==> src/rtl/serial_servo_cmd_ctrl_if.sv <==
// Handshake bundle between the servo command sequencer and the UART/PWM datapath.
// The slave modport is the sequencer's view; the master modport is the datapath's view.
interface serial_servo_cmd_ctrl_if #(
  parameter int N_BITS = 7
);
  logic              fim_rx;
  logic [N_BITS-1:0] dado_rx;
  logic              parity_ok;
  logic              pronto_tx;
  logic              partida_tx;
  logic [N_BITS-1:0] dado_tx;
  logic [2:0]        posicao;
  logic              atualiza_pos;
  logic              ocupado;
  logic              overrun;
  logic [3:0]        n_erros;
  logic [3:0]        db_estado;

  modport slave (
    input  fim_rx, dado_rx, parity_ok, pronto_tx,
    output partida_tx, dado_tx, posicao, atualiza_pos, ocupado, overrun, n_erros, db_estado
  );

  modport master (
    output fim_rx, dado_rx, parity_ok, pronto_tx,
    input  partida_tx, dado_tx, posicao, atualiza_pos, ocupado, overrun, n_erros, db_estado
  );
endinterface

==> src/rtl/serial_servo_cmd_ctrl.sv <==
// Servo command sequencer: decodes received characters, moves the servo, waits for it
// to settle and answers with ACK, NAK or the current position digit.
module serial_servo_cmd_ctrl #(
  parameter int                N_BITS        = 7,
  parameter int                SETTLE_CYCLES = 25_000_000,
  parameter logic [2:0]        POS_INICIAL   = 3'd0,
  parameter logic [N_BITS-1:0] ACK_CHAR      = N_BITS'(7'h4B),
  parameter logic [N_BITS-1:0] NAK_CHAR      = N_BITS'(7'h45)
) (
  input  logic                   i_clock,
  input  logic                   i_reset,
  serial_servo_cmd_ctrl_if.slave io_bus
);

  localparam int              CNT_W    = (SETTLE_CYCLES < 1) ? 1 : $clog2(SETTLE_CYCLES + 1);
  localparam logic [CNT_W-1:0] CNT_LAST = CNT_W'(SETTLE_CYCLES - 1);

  typedef enum logic [3:0] {
    INICIAL    = 4'd0,
    ESPERA     = 4'd1,
    DECODIFICA = 4'd2,
    ATUALIZA   = 4'd3,
    ASSENTA    = 4'd4,
    TRANSMITE  = 4'd5,
    AGUARDA_TX = 4'd6
  } state_t;

  state_t            r_state, w_next;
  logic [N_BITS-1:0] r_char, w_char;
  logic              r_par, w_par;
  logic [N_BITS-1:0] r_dado_tx, w_dado_tx;
  logic [2:0]        r_posicao, w_posicao;
  logic [3:0]        r_n_erros, w_n_erros;
  logic [CNT_W-1:0]  r_cnt, w_cnt;
  logic              r_overrun, w_overrun;
  logic              r_atualiza_pos;
  logic              r_partida_tx;
  logic              r_ocupado;
  logic              w_is_digit;
  logic              w_is_query;

  assign w_is_digit = r_par && (r_char >= N_BITS'(7'h30)) && (r_char <= N_BITS'(7'h37));
  assign w_is_query = r_par && (r_char == N_BITS'(7'h3F));

  // Next-state and next-value logic for the sequencer and its datapath registers.
  always_comb begin
    w_next    = r_state;
    w_char    = r_char;
    w_par     = r_par;
    w_dado_tx = r_dado_tx;
    w_posicao = r_posicao;
    w_n_erros = r_n_erros;
    w_cnt     = r_cnt;
    // Any character arriving while not idle is lost; flag it until reset.
    w_overrun = r_overrun | (io_bus.fim_rx && (r_state != ESPERA));
    case (r_state)
      INICIAL: begin
        w_next = ESPERA;
      end
      ESPERA: begin
        if (io_bus.fim_rx) begin
          w_char = io_bus.dado_rx;
          w_par  = io_bus.parity_ok;
          w_next = DECODIFICA;
        end else begin
          w_next = ESPERA;
        end
      end
      DECODIFICA: begin
        if (w_is_digit) begin
          w_next = ATUALIZA;
        end else if (w_is_query) begin
          w_dado_tx = N_BITS'(7'h30) + N_BITS'(r_posicao);
          w_next    = TRANSMITE;
        end else begin
          w_dado_tx = NAK_CHAR;
          if (r_n_erros != 4'd15) begin
            w_n_erros = r_n_erros + 4'd1;
          end else begin
            w_n_erros = r_n_erros;
          end
          w_next = TRANSMITE;
        end
      end
      ATUALIZA: begin
        w_posicao = r_char[2:0];
        w_cnt     = '0;
        w_next    = ASSENTA;
      end
      ASSENTA: begin
        if (r_cnt == CNT_LAST) begin
          w_dado_tx = ACK_CHAR;
          w_next    = TRANSMITE;
        end else begin
          w_cnt  = r_cnt + CNT_W'(1);
          w_next = ASSENTA;
        end
      end
      TRANSMITE: begin
        w_next = AGUARDA_TX;
      end
      AGUARDA_TX: begin
        if (io_bus.pronto_tx) begin
          w_next = ESPERA;
        end else begin
          w_next = AGUARDA_TX;
        end
      end
      default: begin
        w_next = INICIAL;
      end
    endcase
  end

  // State and output registers; pulses are registered on the edge leaving their state.
  always_ff @(posedge i_clock) begin
    if (i_reset) begin
      r_state        <= INICIAL;
      r_char         <= '0;
      r_par          <= 1'b0;
      r_dado_tx      <= '0;
      r_posicao      <= POS_INICIAL;
      r_n_erros      <= 4'd0;
      r_cnt          <= '0;
      r_overrun      <= 1'b0;
      r_atualiza_pos <= 1'b0;
      r_partida_tx   <= 1'b0;
      r_ocupado      <= 1'b0;
    end else begin
      r_state        <= w_next;
      r_char         <= w_char;
      r_par          <= w_par;
      r_dado_tx      <= w_dado_tx;
      r_posicao      <= w_posicao;
      r_n_erros      <= w_n_erros;
      r_cnt          <= w_cnt;
      r_overrun      <= w_overrun;
      r_atualiza_pos <= (r_state == ATUALIZA);
      r_partida_tx   <= (r_state == TRANSMITE);
      r_ocupado      <= (w_next != ESPERA);
    end
  end

  assign io_bus.partida_tx   = r_partida_tx;
  assign io_bus.dado_tx      = r_dado_tx;
  assign io_bus.posicao      = r_posicao;
  assign io_bus.atualiza_pos = r_atualiza_pos;
  assign io_bus.ocupado      = r_ocupado;
  assign io_bus.overrun      = r_overrun;
  assign io_bus.n_erros      = r_n_erros;
  assign io_bus.db_estado    = r_state;

endmodule

==> src/flat_wrapper.sv <==
// flat-port wrapper written by rule: the top's interface ports become plain ports
module serial_servo_cmd_ctrl_flat 
#(
  parameter int                N_BITS        = 7,
  parameter int                SETTLE_CYCLES = 25_000_000,
  parameter logic [2:0]        POS_INICIAL   = 3'd0,
  parameter logic [N_BITS-1:0] ACK_CHAR      = N_BITS'(7'h4B),
  parameter logic [N_BITS-1:0] NAK_CHAR      = N_BITS'(7'h45)
)
  (i_clock, i_reset, io_bus_fim_rx, io_bus_dado_rx, io_bus_parity_ok, io_bus_pronto_tx, io_bus_partida_tx, io_bus_dado_tx, io_bus_posicao, io_bus_atualiza_pos, io_bus_ocupado, io_bus_overrun, io_bus_n_erros, io_bus_db_estado);
  serial_servo_cmd_ctrl_if #(.N_BITS(N_BITS)) io_bus_i ();
  input  logic i_clock;
  input  logic i_reset;
  input wire logic [$bits(io_bus_i.fim_rx)-1:0] io_bus_fim_rx;
  input wire logic [$bits(io_bus_i.dado_rx)-1:0] io_bus_dado_rx;
  input wire logic [$bits(io_bus_i.parity_ok)-1:0] io_bus_parity_ok;
  input wire logic [$bits(io_bus_i.pronto_tx)-1:0] io_bus_pronto_tx;
  output wire logic [$bits(io_bus_i.partida_tx)-1:0] io_bus_partida_tx;
  output wire logic [$bits(io_bus_i.dado_tx)-1:0] io_bus_dado_tx;
  output wire logic [$bits(io_bus_i.posicao)-1:0] io_bus_posicao;
  output wire logic [$bits(io_bus_i.atualiza_pos)-1:0] io_bus_atualiza_pos;
  output wire logic [$bits(io_bus_i.ocupado)-1:0] io_bus_ocupado;
  output wire logic [$bits(io_bus_i.overrun)-1:0] io_bus_overrun;
  output wire logic [$bits(io_bus_i.n_erros)-1:0] io_bus_n_erros;
  output wire logic [$bits(io_bus_i.db_estado)-1:0] io_bus_db_estado;
  assign io_bus_i.fim_rx = io_bus_fim_rx;
  assign io_bus_i.dado_rx = io_bus_dado_rx;
  assign io_bus_i.parity_ok = io_bus_parity_ok;
  assign io_bus_i.pronto_tx = io_bus_pronto_tx;
  assign io_bus_partida_tx = io_bus_i.partida_tx;
  assign io_bus_dado_tx = io_bus_i.dado_tx;
  assign io_bus_posicao = io_bus_i.posicao;
  assign io_bus_atualiza_pos = io_bus_i.atualiza_pos;
  assign io_bus_ocupado = io_bus_i.ocupado;
  assign io_bus_overrun = io_bus_i.overrun;
  assign io_bus_n_erros = io_bus_i.n_erros;
  assign io_bus_db_estado = io_bus_i.db_estado;
  serial_servo_cmd_ctrl #(.N_BITS(N_BITS), .SETTLE_CYCLES(SETTLE_CYCLES), .POS_INICIAL(POS_INICIAL), .ACK_CHAR(ACK_CHAR), .NAK_CHAR(NAK_CHAR)) u_core (.i_clock(i_clock), .i_reset(i_reset), .io_bus(io_bus_i));
endmodule
==> config.mk <==
export PLATFORM = sky130hd
export DESIGN_NAME = serial_servo_cmd_ctrl_flat
export DESIGN_NICKNAME = d
export VERILOG_FILES = /design/src/rtl/serial_servo_cmd_ctrl_if.sv /design/src/rtl/serial_servo_cmd_ctrl.sv /design/src/flat_wrapper.sv
export SDC_FILE = /design/constraint.sdc
export NUM_CORES = 1
export LEC_CHECK = 0
export ABC_AREA = 1
export BUFFER_PORTS_ARGS = -buffer_cell sky130_fd_sc_hd__buf_4
export CAP_MARGIN = 20
export CORE_MARGIN = 3
export CORE_UTILIZATION = 34
export DETAILED_ROUTE_END_ITERATION = 8
export GPL_TIMING_DRIVEN = 1
export PLACE_DENSITY = 0.6
export SLEW_MARGIN = 20
export SYNTH_ARGS = -nofsm -noshare
export SYNTH_HDL_FRONTEND = slang
export SYNTH_SLANG_ARGS = --single-unit
==> constraint.sdc <==
create_clock -name i_clock -period 1.7 [get_ports i_clock]
set_input_delay 0.17 -clock i_clock [delete_from_list [all_inputs] [get_ports i_clock]]
set_output_delay 0.17 -clock i_clock [all_outputs]
set_load 0.01 [all_outputs]
==> qor.txt, run 1 <==
maximum vdd drop: 0.378 mV
Critical R2R Capture: u_core.r_cnt[20]$_SDFFE_PP0P_
HP Start: io_bus_dado_rx[5]
cell mode on critical path: nand2_4
R2R depth: 11
maximum capacitance violations: 0
Netlist cell types: 30
final worst-path cycle share: 0.989
Setup Crit Path Kind: flop to flop
Post-synth EDFFs: 0
commonest non-fill, non-tap cell in the layout: nand2_1
Avg Synthesized Cell Area: 6.62 um2
Pins Over Slew Limit: 0
Worst Hold Class: primary input to flop
Critical Path RT: 1.91 ns
Core Area: 7410 um2
wire per inst: 11.9 um
initial antenna violation count: 0
hold_buf cts: 0
Yosys top cell area share: 0.401
most frequent cells in the layout: 78 x nand2_1, 62 x nor2_1, 52 x inv_1, 51 x buf_4, 51 x dfxtp_1
Synth warnings: 0
IO Port Bufs: 32
#FFs+latches synth: 53
Layout area overhead: 28.6%
later-pin clock latency in the skew report: 0.32 ns
FF-to-FF Start: u_core.r_cnt[1]$_SDFFE_PP0P_
final hold vios: 0
share of cells above drive strength 1: 0.247
register share of total power: 0.541
Hold Path Sink: u_core.r_char[5]$_SDFFE_PP0P_
P_sw: 704 uW
Clock Skews: 0.0134 ns
Worst setup EP type: flop
sw frac: 0.284
Seq/Total Area, Yosys: 0.401
Initial Util: 0.357
startpoint types: flop
die area: 8880 um2
DR vias: 2,590
CTS clk-pin slew, worst paths: 0.10 ns
combinational power share: 0.169
Total Routing Usage GR: 0.146
CP cell instances: ha_4 -> nand2_4 -> nor2_4 -> nand2_4 -> nor2_4 -> nand3_2 -> nand2_2 -> nand2_4 -> clkbuf_16 -> a21oi_1 -> nor2_1
DR vias/cell: 4.68
dpl hpwl: 4650 um
status: complete, no violations
clock group share of total power: 0.291
FFs w/ async S/R, synth: 0
global route overflow: 0
global-route wire length before repair: 10,400 um
top cells by area, synth: dfxtp_1 40%, nand2_1 13%, nor2_1 8.9%, inv_1 7.4%, a21oi_1 6.1%
Non-Filler Instances: 553
post-synth top area cell: dfxtp_1
PD cells: 730 nW/um2
Initial DRC Count: 146
Crit path depth: 11
Hold Crit Depth: 3
synthesized area: 2650 um2
Internal Power: 1780 uW
min cycle time layout: 1.68 ns
gpl congestion: 0.824
r2r setup slk: 0.02 ns
DRT antenna net count: 0
number of antenna diodes: 0
H-tree levels: 2
fin nets: 467
delay-heaviest family, CP: simple AND/OR/NAND/NOR gates
slowest stage cell, crit path: dfxtp_2
vias in the first global route: 2,291
die width: 94.2 um
Setup TNS: 0 ns
Critical Path Max Stage Delay: 0.37 ns
Ports: 34
clk sinks: 53
leakage power: 0.00140 uW
RSZ-0062 raised after global routing: true
syn nets: 414
pin count of the biggest net entering global routing: 27
final WL: 6560 um
Max Fclk: 595 MHz
CTS Root Cell: clkbuf_8
WHS: 0.102 ns
final setup vio count: 0
CP max FO: 6
die height: 94.2 um
placed insts: 538
Syn Inst Count: 400
Synth Flop Type: dfxtp_1
CTS Buffer Depth: 2
CTS tree: built
DRC Markers: 0
Buf/Inv on CP: 1
First-pass DRT Iterations: 4
CTS Buf Count: 5
row count: 31
Crit path arrival time: 1.89 ns
==> per-layer routing <==
layer  vias up  GRT usage  part of all wire
li1       1381          -                 -
met1      1148      0.196              0.48
met2        53      0.234              0.46
met3         8     0.0248             0.041
met4         0     0.0566             0.014
met5         -          0                 0
==> final cells by class <==
type / instances / area [um2]
Tap cell: 99 / 124
Inverter: 56 / 214
Timing Repair Buffer: 56 / 475
Clock buffer: 6 / 72.6
Clock inverter: 2 / 15.0
Sequential cell: 53 / 1060
Multi-Input combinational cell: 281 / 1440
Fill cell: 761 / 4010
==> sequential cells by signal, summed over array words and instances (netlist names) <==
name,flops
u_core.io_bus.atualiza_pos,1
u_core.io_bus.dado_tx,6
u_core.io_bus.ocupado,1
u_core.r_par,1
u_core.r_char,7
u_core.io_bus.n_erros,4
u_core.io_bus.db_estado,3
u_core.io_bus.posicao,3
u_core.io_bus.partida_tx,1
u_core.r_cnt,25
u_core.io_bus.overrun,1
==> logic make-up after synthesis <==
logic type,synth area share
and+or+nand+nor,0.368
adders and majority gates,0.00945
xor gates and xnor gates,0.00662
other,0.00142
AOI/OAI and AO/OA,0.111
DFF,0.401
buffers and inverters,0.103
==> metrics by stage <==
step	cell area, um2	util	setup slack, ns	total power (uW)
global route	3400	0.459	-0.108	2620
floorplan	2650	-	0.192	1570
finish	3400	0.459	0.0184	2480
detailed placement	3090	0.417	0.0532	1720
CTS	3180	0.429	0.0344	2440
global placement	3090	0.417	0.0906	1720
==> worst min-delay path: stages <==
cell	delay, ns
buf_4	0.07
o21ai_0	0.07
nor2_1	0.07
==> worst max path at each step <==
stage	startpoint	to	slack (ns)
2_1_floorplan	u_core.r_cnt[0]$_SDFFE_PP0P_	u_core.r_cnt[20]$_SDFFE_PP0P_	0.19
3_3_place_gp	u_core.r_cnt[0]$_SDFFE_PP0P_	u_core.r_cnt[16]$_SDFFE_PP0P_	0.09
3_5_place_dp	u_core.r_cnt[1]$_SDFFE_PP0P_	u_core.r_cnt[5]$_SDFFE_PP0P_	0.05
4_1_cts	u_core.r_cnt[1]$_SDFFE_PP0P_	u_core.r_cnt[5]$_SDFFE_PP0P_	0.03
5_1_grt	u_core.r_cnt[1]$_SDFFE_PP0P_	u_core.r_cnt[2]$_SDFFE_PP0P_	-0.11
6_report	u_core.r_cnt[1]$_SDFFE_PP0P_	u_core.r_cnt[20]$_SDFFE_PP0P_	0.02
==> what timing repair did <==
action                     4_1_cts  5_1_grt
resized for setup                0       42
setup endpoints to repair        0       30
buffers inserted                 0        5
==> power groups by stage <==
stage	Combinational, uW	Sequential [uW]	Clock (uW)
after global placement	352	1360	0
after CTS	354	1340	748
after global routing	468	1350	804
after floorplan	198	1380	0
final	418	1340	722
after detailed placement	352	1370	0
==> Yosys cell counts (3+ instances only) <==
master,n
dfxtp_1,53
nor3_1,6
nand4_1,10
a21oi_1,32
nor2_1,63
nor2_2,4
inv_1,52
nand3_1,31
o21ai_0,22
nand2_1,91
nor2_4,3
nand2_2,3
clkbuf_1,3
(Power assumes the default switching activity.)
==> inputs of run 2 (changes only) <==
Settings changed: BUFFER_PORTS_ARGS -buffer_cell sky130_fd_sc_hd__buf_4 to -buffer_cell sky130_fd_sc_hd__buf_2.
==> run 2 against run 1 <==
Net effect: non-clock buffer count is 5 lower; critical endpoint is now u_core.r_cnt[0]$_SDFFE_PP0P_; worst hold slack worse by 0.012 ns; final area is 6.0% lower; total power is 4.8% higher; via count is 0.58% higher; clock skew is 0.0031 ns lower; final cell count is 0.72% lower; critical path type unchanged.
==> qor.txt, run 2 (synthesis results as in run 1) <==
status: complete, no violations
global-route wire length before repair: 10,600 um (+2.4%)
PD cells: 813 nW/um2 (+11%)
CP cell instances: ha_4 -> nand2_2 -> nor2_4 -> nand2_2 -> nor2_4 -> nand3_2 -> nand2_2 -> nand2_4 -> buf_12 -> o21ai_0 -> nor2_1
area occupied by multi-input gates: 1350 um2 (-6.1%)
vias in the first global route: 2,328 (+1.6%)
fin nets: 463 (-0.86%)
die area: 8880 um2 (unchanged)
Crit path arrival time: 1.89 ns (about the same)
row count: 31 (unchanged)
maximum capacitance violations: 0 (unchanged)
global route overflow: 0 (unchanged)
number of antenna diodes: 0 (unchanged)
leakage power: 0.00130 uW (-7.7%)
max FFs per register: 25 (unchanged)
r2r setup slk: 0.03 ns (about the same)
CTS Buf Count: 5 (unchanged)
Largest Register: u_core.r_cnt
pre-CTS setup slack: 0.0283 ns (-0.0249 ns)
Worst Hold Class: primary input to flop
Critical Path RT: 1.92 ns (about the same)
slowest stage cell, crit path: dfxtp_2
HP Start: io_bus_dado_rx[5]
CTS Root Cell: clkbuf_8
FF-to-FF Start: u_core.r_cnt[0]$_SDFFE_PP0P_
pin count of the biggest net entering global routing: 19 (-30%)
DRC Markers: 0 (unchanged)
die width: 94.2 um (unchanged)
Max Fclk: 598 MHz (+0.60%)
Total Routing Usage GR: 0.149 (+0.00242)
die height: 94.2 um (unchanged)
final WL: 6380 um (-2.7%)
clk sinks: 53 (unchanged)
Clock Skews: 0.0102 ns (-0.00314 ns)
Ports: 34 (unchanged)
Critical R2R Capture: u_core.r_cnt[0]$_SDFFE_PP0P_
Setup Crit Path Kind: flop to flop
setup ws final: 0.0284 ns (+0.00997 ns)
Core Area: 7410 um2 (unchanged)
Worst setup EP type: flop
startpoint types: flop
commonest non-fill, non-tap cell in the layout: nand2_1
final worst-path cycle share: 0.983 (-0.00586)
FF/Latch Area: 1060 um2 (unchanged)
wire per inst: 11.6 um (-2.0%)
met3 GRT Util: 0.0288 (+0.00401)
Hold Path Sink: u_core.r_char[5]$_SDFFE_PP0P_
dpl hpwl: 4750 um (+2.1%)
CTS Buffer Depth: 2 (unchanged)
final hold vios: 0 (unchanged)
First-pass DRT Iterations: 4 (unchanged)
CTS tree: built
maximum vdd drop: 0.499 mV (+32%)
Initial DRC Count: 120 (-18%)
share of cells above drive strength 1: 0.198 (-0.0489)
Post-Route Utilization: 0.432 (-0.0274)
CP max FO: 16 (+10)
most frequent cells in the layout: 90 x nand2_1, 61 x nor2_1, 52 x inv_1, 51 x dfxtp_1, 32 x buf_2
min cycle time layout: 1.67 ns (-0.00997 ns)
Layout area overhead: 20.9%
Pins Over Slew Limit: 0 (unchanged)
Initial Util: 0.357 (unchanged)
gpl congestion: 0.861 (+4.5%)
DRT antenna net count: 0 (unchanged)
DR vias: 2,605 (+0.58%)
DR vias/cell: 4.74 (+1.3%)
RSZ-0062 raised after global routing: true
CTS clk-pin slew, worst paths: 0.11 ns (about the same)
hold_buf cts: 0 (unchanged)
final setup vio count: 0 (unchanged)
M2 GR Usage: 0.235 (+0.000591)
later-pin clock latency in the skew report: 0.32 ns (about the same)
Filler cells: 789 (+3.7%)
R2R depth: 11 (unchanged)
gr busiest metal: met2
cell mode on critical path: nand2_2
initial antenna violation count: 0 (unchanged)
Critical Path Max Stage Delay: 0.37 ns (about the same)
IO Port Bufs: 32 (unchanged)
met1 Track Usage GR: 0.205 (+0.00915)
Hold Crit Depth: 3 (unchanged)
H-tree levels: 2 (unchanged)
run 2: where the power goes:
group | switching [uW] | internal, uW
sequential | 42.8 | 1300
clock | 464 | 450
combinational | 212 | 135
total | 719 | 1880
run 2: layout make-up:
class	instances	area share
Timing Repair inverter	1	0.00156
Timing Repair Buffer	51	0.102
Clock buffer	5	0.0215
Tap cell	99	0.0387
Sequential cell	53	0.332
Inverter	56	0.0669
Multi-Input combinational cell	281	0.422
Clock inverter	3	0.0149
run 2: worst max-delay path by stage:
stage          slack [ns]                            end                         start
4_1_cts             0.002   u_core.r_cnt[1]$_SDFFE_PP0P_  u_core.r_cnt[0]$_SDFFE_PP0P_
6_report             0.03   u_core.r_cnt[0]$_SDFFE_PP0P_  u_core.r_cnt[0]$_SDFFE_PP0P_
2_1_floorplan        0.19  u_core.r_cnt[20]$_SDFFE_PP0P_  u_core.r_cnt[0]$_SDFFE_PP0P_
3_3_place_gp         0.09   u_core.r_cnt[1]$_SDFFE_PP0P_  u_core.r_cnt[0]$_SDFFE_PP0P_
5_1_grt             -0.08   u_core.r_cnt[5]$_SDFFE_PP0P_  u_core.r_cnt[0]$_SDFFE_PP0P_
3_5_place_dp         0.03   u_core.r_cnt[1]$_SDFFE_PP0P_  u_core.r_cnt[1]$_SDFFE_PP0P_
run 2: through the flow:
| stage | cells | power, uW | setup TNS (ns) | instance area [um2] | hold slack (ns) |
|---|---|---|---|---|---|
| after global placement | 537 | 1680 | 0 | 2990 | 0.418 |
| after global routing | 549 | 2710 | -0.972 | 3200 | 0.121 |
| after detailed placement | 537 | 1680 | 0 | 2990 | 0.429 |
| after CTS | 545 | 2590 | 0 | 3100 | 0.0891 |
| after floorplan | 400 | 1570 | 0 | 2650 | 0.318 |
| final | 549 | 2600 | 0 | 3200 | 0.0907 |
run 2: critical path, delay by kind of cell (launching register included):
family          cells  cell delay [ns]
fa+ha+maj           1             0.14
compound gates      1             0.15
simple gates        8             0.77
flops               1             0.37
buf+inv             1             0.16
run 2: timing repair:
item                                    in CTS  in global routing
endpoints found under the setup margin       0                 30
resized for setup                            0                 20
buffers inserted                             0                  3
run 2: per-layer routing:
| metal | vias up | share of wire |
|---|---|---|
| met5 | - | 0 |
| met4 | 0 | 0.014 |
| met3 | 8 | 0.033 |
| met2 | 41 | 0.45 |
| met1 | 1189 | 0.50 |
| li1 | 1367 | - |
==> inputs of run 3 (changes only) <==
Settings changed: CELL_PAD_IN_SITES_DETAIL_PLACEMENT from default to 1, CELL_PAD_IN_SITES_GLOBAL_PLACEMENT from default to 1, PLACE_DENSITY 0.6 to 0.76.
==> run 3 against run 2 <==
Net effect: die area is the same; sequential share of layout area shrank 0.10 points; flip-flop and latch count is the same; non-clock buffer count grew 1; utilization grew 0.39 points; total power grew 0.23%; global-route usage grew 2.6 points; largest power group unchanged; clock power shrank 2%; register-to-register slack is essentially flat.
==> qor.txt, run 3 (synthesis results as in run 1) <==
status: complete, no violations
pin count of the biggest net entering global routing: 21 (+2)
design area: 3230 um2 (+0.90%)
Setup Crit Path Kind: flop to flop
Core Area: 7410 um2 (unchanged)
final setup vio count: 0 (unchanged)
later-pin clock latency in the skew report: 0.32 ns (about the same)
Worst Hold Class: primary input to flop
H-tree levels: 2 (unchanged)
Hold Crit Depth: 3 (unchanged)
CTS Buffer Depth: 2 (unchanged)
CTS Root Cell: clkbuf_8
combinational power share: 0.139 (+0.006)
Largest Register: u_core.r_cnt
Total Routing Usage GR: 0.175 (+0.0260)
Max Fclk: 603 MHz (+0.83%)
number of antenna diodes: 0 (unchanged)
Layout area overhead: 22.0%
maximum capacitance violations: 0 (unchanged)
HP Start: io_bus_dado_rx[3]
commonest non-fill, non-tap cell in the layout: nand2_1
leakage power: 0.00135 uW (+3.8%)
clock group share of total power: 0.345 (-0.006)
global-route wire length before repair: 12,300 um (+16%)
row count: 31 (unchanged)
DR vias: 2,670 (+2.5%)
vias in the first global route: 2,709 (+16%)
Clock Skews: 0.0119 ns (+0.00164 ns)
die width: 94.2 um (unchanged)
r2r setup slk: 0.04 ns (about the same)
Pins Over Slew Limit: 0 (unchanged)
PD cells: 808 nW/um2 (-0.67%)
sw frac: 0.280 (+0.00353)
Hold Path Sink: u_core.r_char[3]$_SDFFE_PP0P_
max FFs per register: 25 (unchanged)
share of cells above drive strength 1: 0.211 (+0.0133)
Crit path arrival time: 1.87 ns (-0.02 ns)
clk sinks: 53 (unchanged)
R2R depth: 11 (unchanged)
Ports: 34 (unchanged)
register share of total power: 0.516 (about the same)
die height: 94.2 um (unchanged)
RSZ-0062 raised after global routing: true
most frequent cells in the layout: 84 x nand2_1, 62 x nor2_1, 52 x inv_1, 50 x dfxtp_1, 32 x buf_2
final hold vios: 0 (unchanged)
Initial Util: 0.357 (unchanged)
min cycle time layout: 1.66 ns (-0.0137 ns)
CTS clk-pin slew, worst paths: 0.11 ns (about the same)
P_sw: 730 uW (+1.5%)
CTS tree: built
dpl hpwl: 5600 um (+18%)
Critical R2R Capture: u_core.r_cnt[24]$_SDFFE_PP0P_
First-pass DRT Iterations: 4 (unchanged)
Setup TNS: 0 ns (unchanged)
DRC Markers: 0 (unchanged)
DR vias/cell: 4.86 (+2.5%)
Worst setup EP type: flop
hold_buf cts: 0 (unchanged)
die area: 8880 um2 (unchanged)
DRT antenna net count: 0 (unchanged)
fin nets: 463 (unchanged)
startpoint types: flop
gpl congestion: 0.776 (-9.8%)
IO Port Bufs: 32 (unchanged)
maximum vdd drop: 0.348 mV (-30%)
wire per inst: 13.8 um (+18%)
initial antenna violation count: 0 (unchanged)
Initial DRC Count: 97 (-19%)
CP max FO: 20 (+4)
global route overflow: 0 (unchanged)
Critical Path RT: 1.92 ns (about the same)
FF-to-FF Start: u_core.r_cnt[0]$_SDFFE_PP0P_
CTS Buf Count: 5 (unchanged)
placed instance area: 3010 um2 (+0.67%)
final WL: 7560 um (+18%)
final worst-path cycle share: 0.975 (-0.00807)
Internal Power: 1880 uW (-0.26%)
run 3: cell types whose count changed in the layout (fill, tap and decap cells not counted), sizes merged:
cell,previous run,this run
clkinv,1,3
inv,56,54
buf,51,52
clkinvlp,2,1
run 3: repair_timing:
action                                  in CTS  in global routing
endpoints found under the setup margin      28                 30
resized for setup                            6                 21
setup buffers                                0                  3
pin swaps                                    0                  4
run 3: stage by stage:
stage | utilization | hold slack, ns | setup slack [ns] | power [uW] | std cells
2_1_floorplan | - | 0.318 | 0.192 | 1570 | 400
3_3_place_gp | 0.406 | 0.415 | 0.0748 | 1700 | 538
3_5_place_dp | 0.406 | 0.428 | -0.0342 | 1710 | 538
4_1_cts | 0.423 | 0.0845 | 0.00226 | 2610 | 546
5_1_grt | 0.436 | 0.0896 | -0.0942 | 2720 | 549
6_report | 0.436 | 0.0879 | 0.0421 | 2610 | 549
run 3: layout make-up:
class                           count  area, um2
Tap cell                           99        124
Clock buffer                        5       68.8
Sequential cell                    53       1070
Clock inverter                      3       46.3
Fill cell                         972       4180
Inverter                           56        211
Timing Repair Buffer               52        330
Multi-Input combinational cell    281       1380
run 3: how the worst max path moves through the flow:
stage | startpoint | endpoint | slack (ns) | depth (start not counted)
2_1_floorplan | u_core.r_cnt[0]$_SDFFE_PP0P_ | u_core.r_cnt[20]$_SDFFE_PP0P_ | 0.19 | 11
3_3_place_gp | u_core.r_cnt[0]$_SDFFE_PP0P_ | u_core.r_cnt[12]$_SDFFE_PP0P_ | 0.07 | 13
3_5_place_dp | u_core.r_cnt[1]$_SDFFE_PP0P_ | u_core.r_cnt[12]$_SDFFE_PP0P_ | -0.03 | 13
4_1_cts | u_core.r_cnt[1]$_SDFFE_PP0P_ | u_core.r_cnt[17]$_SDFFE_PP0P_ | 0.002 | 13
5_1_grt | u_core.r_cnt[0]$_SDFFE_PP0P_ | u_core.io_bus.dado_tx[0]$_SDFFE_PP0P_ | -0.09 | 10
6_report | u_core.r_cnt[0]$_SDFFE_PP0P_ | u_core.r_cnt[24]$_SDFFE_PP0P_ | 0.04 | 11
run 3: power by group through the flow:
stage	Combinational [uW]	Clock, uW	Sequential, uW
floorplan	198	0	1380
global placement	333	0	1360
detailed placement	343	0	1370
CTS	350	923	1340
global route	408	963	1350
finish	363	900	1340
run 3: worst max-delay path, cell delays in order, from the launching register on:
cell     delay [ns]
dfxtp_4        0.38
ha_4           0.15
nand2_4        0.06
nor2_4         0.16
nand2_4        0.08
nor2_4         0.10
nand3_2        0.08
nand2_2        0.10
nand2_4        0.08
buf_12         0.16
a21oi_1        0.14
nor2_1         0.07
run 3: per-layer routing:
layer	global-route usage	wire length [um]
met2	0.303	3730
met4	0.0517	102
met1	0.220	3560
met3	0.0304	164
met5	0	0
